<file path="config.mk">
export PLATFORM = sky130hd
export DESIGN_NAME = alu_bitserial_seq
export DESIGN_NICKNAME = d
export VERILOG_FILES = /design/src/rtl/alu_bitserial_seq.sv
export SDC_FILE = /design/constraint.sdc
export NUM_CORES = 1
export LEC_CHECK = 0
export CAP_MARGIN = 5
export CORE_MARGIN = 3
export CORE_UTILIZATION = 25
export DETAILED_ROUTE_END_ITERATION = 10
export DONT_BUFFER_PORTS = 1
export GPL_TIMING_DRIVEN = 1
export PLACE_DENSITY_LB_ADDON = 0.15
export SLEW_MARGIN = 20
export SYNTH_ARGS = -nofsm -noshare
export SYNTH_HDL_FRONTEND = slang
export SYNTH_SLANG_ARGS = --single-unit
export TNS_END_PERCENT = 1
</file>
<file path="constraint.sdc">
create_clock -name clk -period 2.82 [get_ports clk]
set_clock_uncertainty 0.05 [all_clocks]
set_input_delay 0.141 -clock clk [delete_from_list [all_inputs] [get_ports clk]]
set_output_delay 0.141 -clock clk [all_outputs]
set_load 0.05 [all_outputs]
</file>
<file path="src/rtl/alu_bitserial_seq.sv">
// Bit-serial ALU sequencer: one full-width operation through a single 1-bit slice, LSB first.
// Optional perf counters (op_count, stall_cycles) enabled by defining ALU_BITSERIAL_SEQ_PERF_EN.
module alu_bitserial_seq #(
    parameter int WIDTH = 64,
    parameter int CNT_W = $clog2(WIDTH)
) (
    input  logic             clk,
    input  logic             reset_n,
    input  logic             in_valid,
    output logic             in_ready,
    input  logic [WIDTH-1:0] a,
    input  logic [WIDTH-1:0] b,
    input  logic [2:0]       op,
    output logic             out_valid,
    input  logic             out_ready,
    output logic [WIDTH-1:0] result,
    output logic             zero,
    output logic             negative,
    output logic             carry_out,
    output logic             overflow,
    output logic             err,
    output logic             busy
`ifdef ALU_BITSERIAL_SEQ_PERF_EN
    ,
    output logic [31:0]      op_count,
    output logic [31:0]      stall_cycles
`endif
);

    typedef enum logic [1:0] {IDLE, RUN, DONE} state_t;

    localparam logic [CNT_W-1:0] LAST_BIT = CNT_W'(WIDTH - 1);

    state_t           state_q, state_d;
    logic [WIDTH-1:0] a_sh_q, a_sh_d;
    logic [WIDTH-1:0] b_sh_q, b_sh_d;
    logic [WIDTH-1:0] res_q, res_d;
    logic [2:0]       op_q, op_d;
    logic [CNT_W-1:0] cnt_q, cnt_d;
    logic             carry_q, carry_d;
    logic             cmsb_q, cmsb_d;

    logic slice_res;
    logic slice_cout;
    logic accept;
    logic in_reserved;
    logic op_reserved;
    logic op_arith;
    logic done;

    ALU_1b u_slice (
        .a_i    (a_sh_q[0]),
        .b_i    (b_sh_q[0]),
        .cin_i  (carry_q),
        .op_i   (op_q),
        .res_o  (slice_res),
        .cout_o (slice_cout)
    );

    assign in_reserved = (op == 3'b001) || (op == 3'b111);
    assign op_reserved = (op_q == 3'b001) || (op_q == 3'b111);
    assign op_arith    = (op_q == 3'b010) || (op_q == 3'b011);
    assign done        = (state_q == DONE);
    assign accept      = in_valid && in_ready;

    always_comb begin
        state_d = state_q;
        a_sh_d  = a_sh_q;
        b_sh_d  = b_sh_q;
        res_d   = res_q;
        op_d    = op_q;
        cnt_d   = cnt_q;
        carry_d = carry_q;
        cmsb_d  = cmsb_q;
        case (state_q)
            IDLE: begin
                if (accept) begin
                    a_sh_d  = a;
                    b_sh_d  = b;
                    op_d    = op;
                    cnt_d   = '0;
                    carry_d = op[0];
                    cmsb_d  = 1'b0;
                    if (in_reserved) begin
                        res_d   = '0;
                        state_d = DONE;
                    end else begin
                        state_d = RUN;
                    end
                end
            end
            RUN: begin
                res_d   = {slice_res, res_q[WIDTH-1:1]};
                a_sh_d  = a_sh_q >> 1;
                b_sh_d  = b_sh_q >> 1;
                carry_d = slice_cout;
                cnt_d   = cnt_q + CNT_W'(1);
                if (cnt_q == LAST_BIT) begin
                    // carry_ff currently holds the carry into the MSB slice
                    cmsb_d  = carry_q;
                    state_d = DONE;
                end
            end
            DONE: begin
                if (out_ready) begin
                    state_d = IDLE;
                end
            end
            default: state_d = IDLE;
        endcase
    end

    always_ff @(posedge clk or negedge reset_n) begin
        if (!reset_n) begin
            state_q <= IDLE;
            a_sh_q  <= '0;
            b_sh_q  <= '0;
            res_q   <= '0;
            op_q    <= '0;
            cnt_q   <= '0;
            carry_q <= 1'b0;
            cmsb_q  <= 1'b0;
        end else begin
            state_q <= state_d;
            a_sh_q  <= a_sh_d;
            b_sh_q  <= b_sh_d;
            res_q   <= res_d;
            op_q    <= op_d;
            cnt_q   <= cnt_d;
            carry_q <= carry_d;
            cmsb_q  <= cmsb_d;
        end
    end

    // Flags are only meaningful while the result is being offered.
    assign in_ready  = reset_n && (state_q == IDLE);
    assign busy      = (state_q != IDLE);
    assign out_valid = done;
    assign result    = res_q;
    assign zero      = done && !op_reserved && (res_q == '0);
    assign negative  = done && res_q[WIDTH-1];
    assign carry_out = done && op_arith && carry_q;
    assign overflow  = done && op_arith && (cmsb_q ^ carry_q);
    assign err       = done && op_reserved;

`ifdef ALU_BITSERIAL_SEQ_PERF_EN
    logic [31:0] op_cnt_q;
    logic [31:0] stall_cnt_q;

    always_ff @(posedge clk or negedge reset_n) begin
        if (!reset_n) begin
            op_cnt_q    <= '0;
            stall_cnt_q <= '0;
        end else begin
            if (out_valid && out_ready && (op_cnt_q != 32'hFFFF_FFFF)) begin
                op_cnt_q <= op_cnt_q + 32'd1;
            end
            if (out_valid && !out_ready && (stall_cnt_q != 32'hFFFF_FFFF)) begin
                stall_cnt_q <= stall_cnt_q + 32'd1;
            end
        end
    end

    assign op_count     = op_cnt_q;
    assign stall_cycles = stall_cnt_q;
`endif

endmodule

// 1-bit ALU slice: combinational, carry used only by add/subtract.
module ALU_1b (
    input  logic       a_i,
    input  logic       b_i,
    input  logic       cin_i,
    input  logic [2:0] op_i,
    output logic       res_o,
    output logic       cout_o
);

    logic [1:0] sum;

    always_comb begin
        sum    = 2'b00;
        res_o  = 1'b0;
        cout_o = 1'b0;
        case (op_i)
            3'b000: res_o = b_i;
            3'b010: begin
                sum    = {1'b0, a_i} + {1'b0, b_i} + {1'b0, cin_i};
                res_o  = sum[0];
                cout_o = sum[1];
            end
            3'b011: begin
                sum    = {1'b0, a_i} + {1'b0, ~b_i} + {1'b0, cin_i};
                res_o  = sum[0];
                cout_o = sum[1];
            end
            3'b100:  res_o = a_i & b_i;
            3'b101:  res_o = a_i | b_i;
            3'b110:  res_o = a_i ^ b_i;
            default: res_o = 1'b0;
        endcase
    end

endmodule
</file>
==> tab_implementation.tex, run 1 <==
\begin{tabular}{lr}
\hline
Metric & Value \\
\hline
\multicolumn{2}{l}{\textbf{Outcome}} \\
Run status & finished, violations left \\
Violated checks & hold timing \\
\multicolumn{2}{l}{\textbf{CTS}} \\
Inserted Clock Buffers & 25 \\
Clock tree from TritonCTS & done \\
Clock tree root buffer cell & sky130\_fd\_sc\_hd\_\_clkbuf\_16 \\
Hold buffer count at cts & 134 \\
Clk pin slew, worst setup/hold paths & $\sim$60 ps \\
TritonCTS Sinks & 205 \\
CTS H-tree depth & 1 \\
Number of buffers on the longest clock path & 3 \\
Clk Latency, worst-skew pair & between 500 and 600 ps \\
\multicolumn{2}{l}{\textbf{Detailed routing}} \\
DRC violation count after routing & 0 \\
Pre-Repair DR Iteration Count & 4 \\
Via/cell ratio & 4.604 \\
Via total after detailed routing & $\sim$6500 \\
Routed Antenna Nets & 0 \\
Routed len/inst & between 15 and 20 µm \\
Number of DRC markers after the initial detailed-route iteration & 244 \\
Post-Route WL & between 20 and 25 mm \\
\multicolumn{2}{l}{\textbf{Timing}} \\
Maximum operating frequency & 372.7 MHz \\
Crit path time final & between 2000 and 3000 ps \\
Max-Slew Margin vs Limit & 0.5424 \\
Tcrit/Tclk final & 0.9514 \\
Setup TNS & 0 ps \\
Finish-stage setup viols & 0 \\
Number of hold violations in the final report & 205 \\
Setup repair after global routing missed its margin & no \\
Least setup slack across all paths after layout & approximately 140 ps \\
Worst hold-check slack & -746.2 ps \\
Final count of pins violating max slew & 0 \\
Slew at the pin with the worst max-slew slack & 686.5 ps \\
\multicolumn{2}{l}{\textbf{Power and ir drop}} \\
Pwr dens & around 1000 nW/µm² \\
Leakage component of the power & approximately 4.9 nW \\
Overall Power & 12.01 mW \\
Peak VDD IR & about 0.45 mV \\
\multicolumn{2}{l}{\textbf{Die}} \\
Die area & slightly below 40000 µm² \\
Die boundary height & roughly 200 µm \\
Effective utilization at floorplan & 0.2546 \\
Count of boundary I/O pins & between 200 and 250 \\
Number of placement rows & 69 \\
Core footprint & approximately 36000 µm² \\
Horiz. Die Dim & between 150 and 200 µm \\
\multicolumn{2}{l}{\textbf{Synth}} \\
Compound-gate portion of the synthesized area & 0.1471 \\
Arithmetic-cell share of the synthesized area counting full adders, half adders and majority gates & 0.008545 \\
Dominant combinational cell family by area after synthesis & compound AO/OA/AOI/OAI gates \\
Seq/Total Area, Yosys & 0.5650 \\
Net Count, Synth & 954 \\
Register bit count reported by yosys & between 200 and 250 \\
Simple-gate area share of the yosys netlist & 0.09013 \\
Post-synthesis instance area & between 9000 and 10000 µm² \\
Synthesized-area fraction occupied by xor and xnor cells & 0.002894 \\
Warnings from Yosys & 0 \\
Number of instances in the synthesized netlist & about 800 \\
Mux contribution to synthesized area & 0.1450 \\
Post-synthesis average cell area & about 11 µm² \\
Unique masters post-synth & 42 \\
\multicolumn{2}{l}{\textbf{Hold path}} \\
Worst min path class & in2async \\
\multicolumn{2}{l}{\textbf{Setup path}} \\
Cells traversed along the worst timing path & nor4b\_1 -> and4\_1 -> nand4\_1 -> nor4\_2 -> buf\_4 \\
Required time at the worst-slack endpoint & between 2000 and 3000 ps \\
Number of buffer and inverter instances along the worst setup path & 1 \\
Critical Path Max Stage Delay & approximately 590 ps \\
Endpoint of the worst-slack reg-to-reg timing path & a\_sh\_q[49] \\
Crit Path Class & reg2out \\
Slowest stage cell, crit path & sky130\_fd\_sc\_hd\_\_dfrtp\_1 \\
Crit end category & output port \\
Arrival time reported for the critical path endpoint & $\sim$2500 ps \\
Worst-case reg-to-reg path depth & 5 \\
Critical path's top delay family & simple AND/OR/NAND/NOR gates \\
R2R Path Start & state\_q[0] \\
CP max FO & 4 \\
Path length in cells of the critical path & 5 \\
R2R Setup Slk & roughly 600 ps \\
Kind of start point of the critical path & flop \\
\multicolumn{2}{l}{\textbf{Final layout}} \\
Fraction of the core area covered by cells at the end of the flow & 0.3297 \\
Final net count & 1073 \\
Layout overhead on the synthesized area & 29.48\% \\
Ratio of cells with drive above 1 in the final layout & 0.07676 \\
Final instance count without filler cells & between 1000 and 1500 \\
Post-route design area & $\sim$12000 µm² \\
\multicolumn{2}{l}{\textbf{GRT}} \\
Via count of the first global-routing pass & slightly below 7000 \\
Top Usage Layer GRT & met2 \\
All-layer global routing usage & 0.1195 \\
Met1 Use GR & 0.1627 \\
Global routing met2 resource utilization & 0.1863 \\
Antenna violations before repair & 2 \\
Residual overflow from global routing & 0 \\
Global routing usage on met3 & 0.03829 \\
Largest net degree at the start of global routing & roughly 210 \\
Wire length of the first global-routing pass & between 30 and 40 mm \\
\multicolumn{2}{l}{\textbf{Job}} \\
Max-cap violation count & 0 \\
\multicolumn{2}{l}{\textbf{Place}} \\
Routability-driven placement congestion ratio & approximately 0.69 \\
Placed wire-length estimate after detailed placement & 14.81 mm \\
Pre-CTS WS & 584.7 ps \\
Cell Area, Placed & approximately 9600 µm² \\
Buffers added on ports & 0 \\
Number of cells in the design after placement & 1233 \\
\hline
\end{tabular}
layout by cell type, fill, tap and decap left out, drive strengths merged, types with 2 or more instances in the layout:
cell type / synthesis / layout
nand4: 4 / 4
o22ai: 2 / 2
nand3: 3 / 3
nor3: 2 / 2
nand2: 135 / 135
clkbuf: 21 / 38
fa: 2 / 2
ha: 3 / 3
xnor2: 2 / 2
nor2b: 2 / 2
buf: 41 / 20
nor2: 14 / 14
nand2b: 6 / 6
a22o: 63 / 63
dfrtp: 205 / 205
or2: 2 / 2
nor4: 16 / 16
bufinv: 0 / 2
a21oi: 3 / 3
dlygate4sd3: 0 / 134
mux2i: 127 / 127
mux2: 4 / 4
clkinv: 0 / 4
inv: 6 / 6
o21ai: 134 / 134
and3: 2 / 2
final cells by class:
cell class                      instances  area [µm²]
Fill cell                            3670       23900
Sequential cell                       205        5132
Multi-Input combinational cell        541        3618
Timing Repair Buffer                  154        1567
Clock buffer                           38       744.5
Tap cell                              461       576.8
Clock inverter                          7       91.34
Inverter                                6       22.52
Antenna cell                            1       2.502
Yosys cell counts, drive strengths merged:
master   instances  area, µm²
a2111oi          1      8.760
a211o            1      8.760
a211oi           1      7.510
a21oi            3      15.01
a221o            1      10.01
a22o            63      551.8
a22oi            1      7.510
a31oi            1      6.260
a32o             1      10.01
and2             1      6.260
and3             2      12.51
and4             1      8.760
buf             41      274.0
clkbuf          21      78.83
dfrtp          205       5130
fa               2      40.04
ha               3      37.54
inv              6      22.52
mux2             4      45.04
mux2i          127       1271
nand2          135      506.7
nand2b           6      37.54
nand3            3      15.01
nand4            4      25.02
nor2            14      52.55
nor2b            2      12.51
nor3             2      10.01
nor4            16      100.1
nor4b            1      8.760
nor4bb           1      10.01
o21ai          134      670.6
o221ai           1      8.760
o22ai            2      12.51
o2bb2ai          1      8.760
o31a             1      8.760
or2              2      12.52
xnor2            2      17.52
xor2             1      8.760
how the worst max path moves through the flow:
stage                           from    endpoint  slack, ps
after floorplan           result[46]        zero        490
after global placement    state_q[1]  a_sh_q[49]        620
after detailed placement  state_q[1]  a_sh_q[49]        580
after CTS                 result[46]        zero         40
after global routing      result[41]        zero          2
final                     result[41]        zero        140
registers in the layout, summed over array words and instances, names as in the netlist:
name     flops
result      64
state_q      2
carry_q      1
cnt_q        6
cmsb_q       1
a_sh_q      64
b_sh_q      64
op_q         3
cells by family after synthesis:
logic type	count (synthesis)
compound gates	212
flops	205
simple gates	190
mux	131
buf+inv	68
fa+ha+maj	5
xor+xnor	3
layer usage:
layer | up-vias | wire length, µm
met3 | 30 | 1800
met4 | 2 | 500
met5 | - | 13
met2 | 166 | 10650
li1 | 3155 | -
met1 | 3153 | 10610
power breakdown:
group | leakage [nW] | total [mW] | internal [mW] | switching (mW)
sequential | 2.74 | 5.34 | 3.97 | 1.36
combinational | 1.71 | 3.38 | 1.42 | 1.96
clock | 0.410 | 3.30 | 1.99 | 1.30
what timing repair did:
item                                    4_1_cts  5_1_grt
buffers inserted                              0        0
endpoints found under the setup margin        0        1
resized for setup                             0        3
endpoints found under the hold margin       340      205
Note: power is estimated with default switching activity, not from simulation.
==> run 2, diff against run 1 <==
--- a/config.mk
+++ b/config.mk
@@ -15,5 +15,6 @@
 export SLEW_MARGIN = 20
 export SYNTH_ARGS = -nofsm -noshare
 export SYNTH_HDL_FRONTEND = slang
+export SYNTH_HIERARCHICAL = 1
 export SYNTH_SLANG_ARGS = --single-unit
 export TNS_END_PERCENT = 1
==> tab_implementation.tex, run 2 <==
\begin{tabular}{lr}
\hline
Metric & Value \\
\hline
\multicolumn{2}{l}{\textbf{Outcome}} \\
Run status & finished, violations left \\
Violated checks & hold timing \\
\multicolumn{2}{l}{\textbf{Power and ir drop}} \\
Switching power of the nets & 4.286 mW (-7.5\%) \\
Switching part of the total & 0.3715 (-0.01408) \\
Logic gate share of total power & 0.300 (+0.019) \\
Pint & 7.252 mW (-1.7\%) \\
Part of the power in the clock network & 0.272 (-0.003) \\
Overall Power & 11.54 mW (-3.9\%) \\
Peak VDD IR & 0.5142 mV (+15\%) \\
Pwr dens & 986.2 nW/µm² (-3.5\%) \\
Portion of total power attributed to sequential cells & 0.428 (-0.016) \\
Leakage component of the power & 4.835 nW (-0.48\%) \\
\multicolumn{2}{l}{\textbf{Job}} \\
Max-cap violation count & 0 (unchanged) \\
\multicolumn{2}{l}{\textbf{Timing}} \\
Slew at the pin with the worst max-slew slack & 971.7 ps (+285.2 ps) \\
Worst hold-check slack & -735.2 ps (+11.07 ps) \\
Max-Slew Margin vs Limit & 0.3505 (-0.1919) \\
Maximum operating frequency & 378.6 MHz (+1.6\%) \\
Number of hold violations in the final report & 205 (unchanged) \\
Tcrit/Tclk final & 0.9367 (-0.01475) \\
Final count of pins violating max slew & 0 (unchanged) \\
Finish-stage setup viols & 0 (unchanged) \\
Crit path time final & 2641 ps (-41.58 ps) \\
Setup TNS & 0 ps (unchanged) \\
Setup repair after global routing missed its margin & no \\
\multicolumn{2}{l}{\textbf{Detailed routing}} \\
Number of DRC markers after the initial detailed-route iteration & 425 (+74\%) \\
Via total after detailed routing & 6501 (-0.077\%) \\
Via/cell ratio & 4.604 (about the same) \\
Post-Route WL & 24.15 mm (+2.4\%) \\
Pre-Repair DR Iteration Count & 4 (unchanged) \\
Routed Antenna Nets & 0 (unchanged) \\
DRC violation count after routing & 0 (unchanged) \\
Routed len/inst & 17.10 µm (+2.5\%) \\
\multicolumn{2}{l}{\textbf{Setup path}} \\
Required time at the worst-slack endpoint & 2630 ps (about the same) \\
CP max FO & 4 (unchanged) \\
Arrival time reported for the critical path endpoint & 2450 ps (-40 ps) \\
Crit Path Class & reg2out \\
Kind of start point of the critical path & flop \\
Crit end category & output port \\
\multicolumn{2}{l}{\textbf{CTS}} \\
Hold buffer count at cts & 132 (-1.5\%) \\
Clk pin slew, worst setup/hold paths & 60 ps (about the same) \\
Clock tree from TritonCTS & done \\
CTS H-tree depth & 1 (unchanged) \\
Inserted Clock Buffers & 26 (+4.0\%) \\
Clock tree root buffer cell & sky130\_fd\_sc\_hd\_\_clkbuf\_16 \\
TritonCTS Sinks & 205 (unchanged) \\
Clk Latency, worst-skew pair & 530 ps (about the same) \\
Number of buffers on the longest clock path & 3 (unchanged) \\
Count of buffers added by post-CTS timing repair for setup & 0 (unchanged) \\
\multicolumn{2}{l}{\textbf{Synth}} \\
Seq/Total Area, Yosys & 0.5691 (+0.004079) \\
Main synth FF type & sky130\_fd\_sc\_hd\_\_dfrtp\_1 \\
Async set or reset register ratio after synthesis & 1.000 (unchanged) \\
Warnings from Yosys & 6 (+6) \\
Register bit count reported by yosys & 205 (unchanged) \\
Largest cells by area after synthesis & sky130\_fd\_sc\_hd\_\_dfrtp\_1 (57\%), sky130\_fd\_sc\_hd\_\_mux2i\_1 (14\%), sky130\_fd\_sc\_hd\_\_o21ai\_0 (7.5\%) \\
Number of synthesized flops with an enable pin & 0 (unchanged) \\
Dominant cell type by area after synthesis & sky130\_fd\_sc\_hd\_\_dfrtp\_1 \\
Commonest cells in the netlist & sky130\_fd\_sc\_hd\_\_dfrtp\_1 (205), sky130\_fd\_sc\_hd\_\_nand2\_1 (141), sky130\_fd\_sc\_hd\_\_o21ai\_0 (135), sky130\_fd\_sc\_hd\_\_mux2i\_1 (128), sky130\_fd\_sc\_hd\_\_a22o\_1 (64) \\
Most common cell in the netlist & sky130\_fd\_sc\_hd\_\_dfrtp\_1 \\
Net Count, Synth & 949 (-0.52\%) \\
Number of instances in the synthesized netlist & 809 (-0.61\%) \\
Post-synthesis average cell area & 11.14 µm² (-0.10\%) \\
Unique masters post-synth & 40 (-4.8\%) \\
Yosys top cell area share & 0.5691 (+0.004079) \\
Post-synthesis instance area & 9014 µm² (-0.72\%) \\
\multicolumn{2}{l}{\textbf{Final layout}} \\
Layout overhead on the synthesized area & 29.79\% \\
Ratio of cells with drive above 1 in the final layout & 0.07644 (-0.0003215) \\
FILL cells & 3618 (-1.4\%) \\
Most common library cell in the layout ignoring fill and taps & sky130\_fd\_sc\_hd\_\_dfrtp\_1 \\
Final net count & 1076 (+0.28\%) \\
Commonest cells after routing, fill and taps aside & sky130\_fd\_sc\_hd\_\_dfrtp\_1 (205), sky130\_fd\_sc\_hd\_\_nand2\_1 (141), sky130\_fd\_sc\_hd\_\_o21ai\_0 (135), sky130\_fd\_sc\_hd\_\_dlygate4sd3\_1 (132), sky130\_fd\_sc\_hd\_\_mux2i\_1 (128) \\
\multicolumn{2}{l}{\textbf{Die}} \\
Core footprint & 35050 µm² (-1.7\%) \\
Die boundary height & 195.9 µm (-0.35\%) \\
Die area & 38370 µm² (-0.70\%) \\
Effective utilization at floorplan & 0.2571 (+0.002515) \\
Horiz. Die Dim & 195.9 µm (-0.35\%) \\
Number of placement rows & 68 (-1.4\%) \\
Count of boundary I/O pins & 207 (unchanged) \\
\multicolumn{2}{l}{\textbf{GRT}} \\
Via count of the first global-routing pass & 6789 (-0.89\%) \\
Largest net degree at the start of global routing & 208 (-0.48\%) \\
All-layer global routing usage & 0.1232 (+0.003775) \\
Residual overflow from global routing & 0 (unchanged) \\
Wire length of the first global-routing pass & 39.05 mm (+2.4\%) \\
Antenna violations before repair & 2 (unchanged) \\
\multicolumn{2}{l}{\textbf{Place}} \\
Placed wire-length estimate after detailed placement & 15.12 mm (+2.0\%) \\
Routability-driven placement congestion ratio & 0.7324 (+6.2\%) \\
Buffers added on ports & 0 (unchanged) \\
\multicolumn{2}{l}{\textbf{Hold path}} \\
Worst min path class & in2async \\
\hline
\end{tabular}
run 2: changes by cell type in the layout (fill, tap and decap cells not counted), sizes merged, moves of 4 or more:
cell,delta
nor2,-4
buf,+6
nand2,+6
nand2b,-4
run 2: through the flow:
step           setup WS (ps)    util  std cells  instance area, µm²  hold slack (ps)
2_1_floorplan          374.8       -        809                9020           -204.6
3_3_place_gp           570.5  0.2731       1231                9572           -199.2
3_5_place_dp           572.4  0.2731       1231                9572           -198.1
4_1_cts                153.6  0.3336       1410               11690           -772.1
5_1_grt                86.30  0.3337       1411               11700           -774.3
6_report               178.5  0.3337       1412               11700           -735.2
run 2: cell type report:
type / count / area (µm²) / area share
antenna: 2 / 5.005 / 0.0004278
clock buffer: 40 / 734.5 / 0.06278
clock inverter: 7 / 60.06 / 0.005134
inverter: 7 / 26.28 / 0.002246
multi-input combinational: 538 / 3620 / 0.3094
sequential: 205 / 5130 / 0.4385
tap: 455 / 569.3 / 0.04866
timing repair buffer: 158 / 1554 / 0.1328
run 2: path summary, 6_finish.rpt:
| check | startpoint | end | slack, ps | depth (start not counted) |
|---|---|---|---|---|
| hold / removal | reset_n | a_sh_q[46] | -740 | 0 |
| setup / recovery | result[32] | zero | 180 | 4 |
| setup reg to reg | state_q[0] | result[22] | 570 | 5 |
| min in group clk | in_valid | state_q[0] | 100 | 4 |
| max in group asynchronous | reset_n | b_sh_q[46] | 3150 | 0 |
| hold reg to reg | b_sh_q[51] | b_sh_q[50] | 420 | 2 |
run 2: cell families after synthesis:
kind of cell	after synthesis	share of synthesized area
xor+xnor	6	0.005830
flops	205	0.5691
fa+ha+maj	5	0.008607
compound gates	209	0.1455
mux	131	0.1459
buf+inv	66	0.03512
simple gates	187	0.08995
run 2: layer usage:
metal / GRT usage / wire (µm) / vias to the layer above
li1: - / - / 3139
met3: 0.02542 / 1097 / 40
met5: 0 / 0 / -
met2: 0.1924 / 10920 / 123
met1: 0.1743 / 11490 / 3199
met4: 0.03327 / 640 / 0
run 2: critical path, cell delays in order, from the launching register on:
cell and delay (ps):
sky130_fd_sc_hd__dfrtp_1 570, sky130_fd_sc_hd__nor4_1 640, sky130_fd_sc_hd__nand4_1 220, sky130_fd_sc_hd__nor4_2 250, sky130_fd_sc_hd__buf_4 240
run 2: repair_timing:
action                                 4_1_cts  5_1_grt
setup endpoints to repair                    1        0
endpoints found under the hold margin      339      205
resized for setup                            1        0
run 2: power by group through the flow:
stage          registers [mW]  logic [mW]  clock network, mW
2_1_floorplan            4.82        2.69                  0
3_3_place_gp             4.99        3.29                  0
3_5_place_dp             4.99        3.35                  0
4_1_cts                  4.95        3.52               3.28
5_1_grt                  5.10        3.98               3.40
6_report                 4.94        3.46               3.14
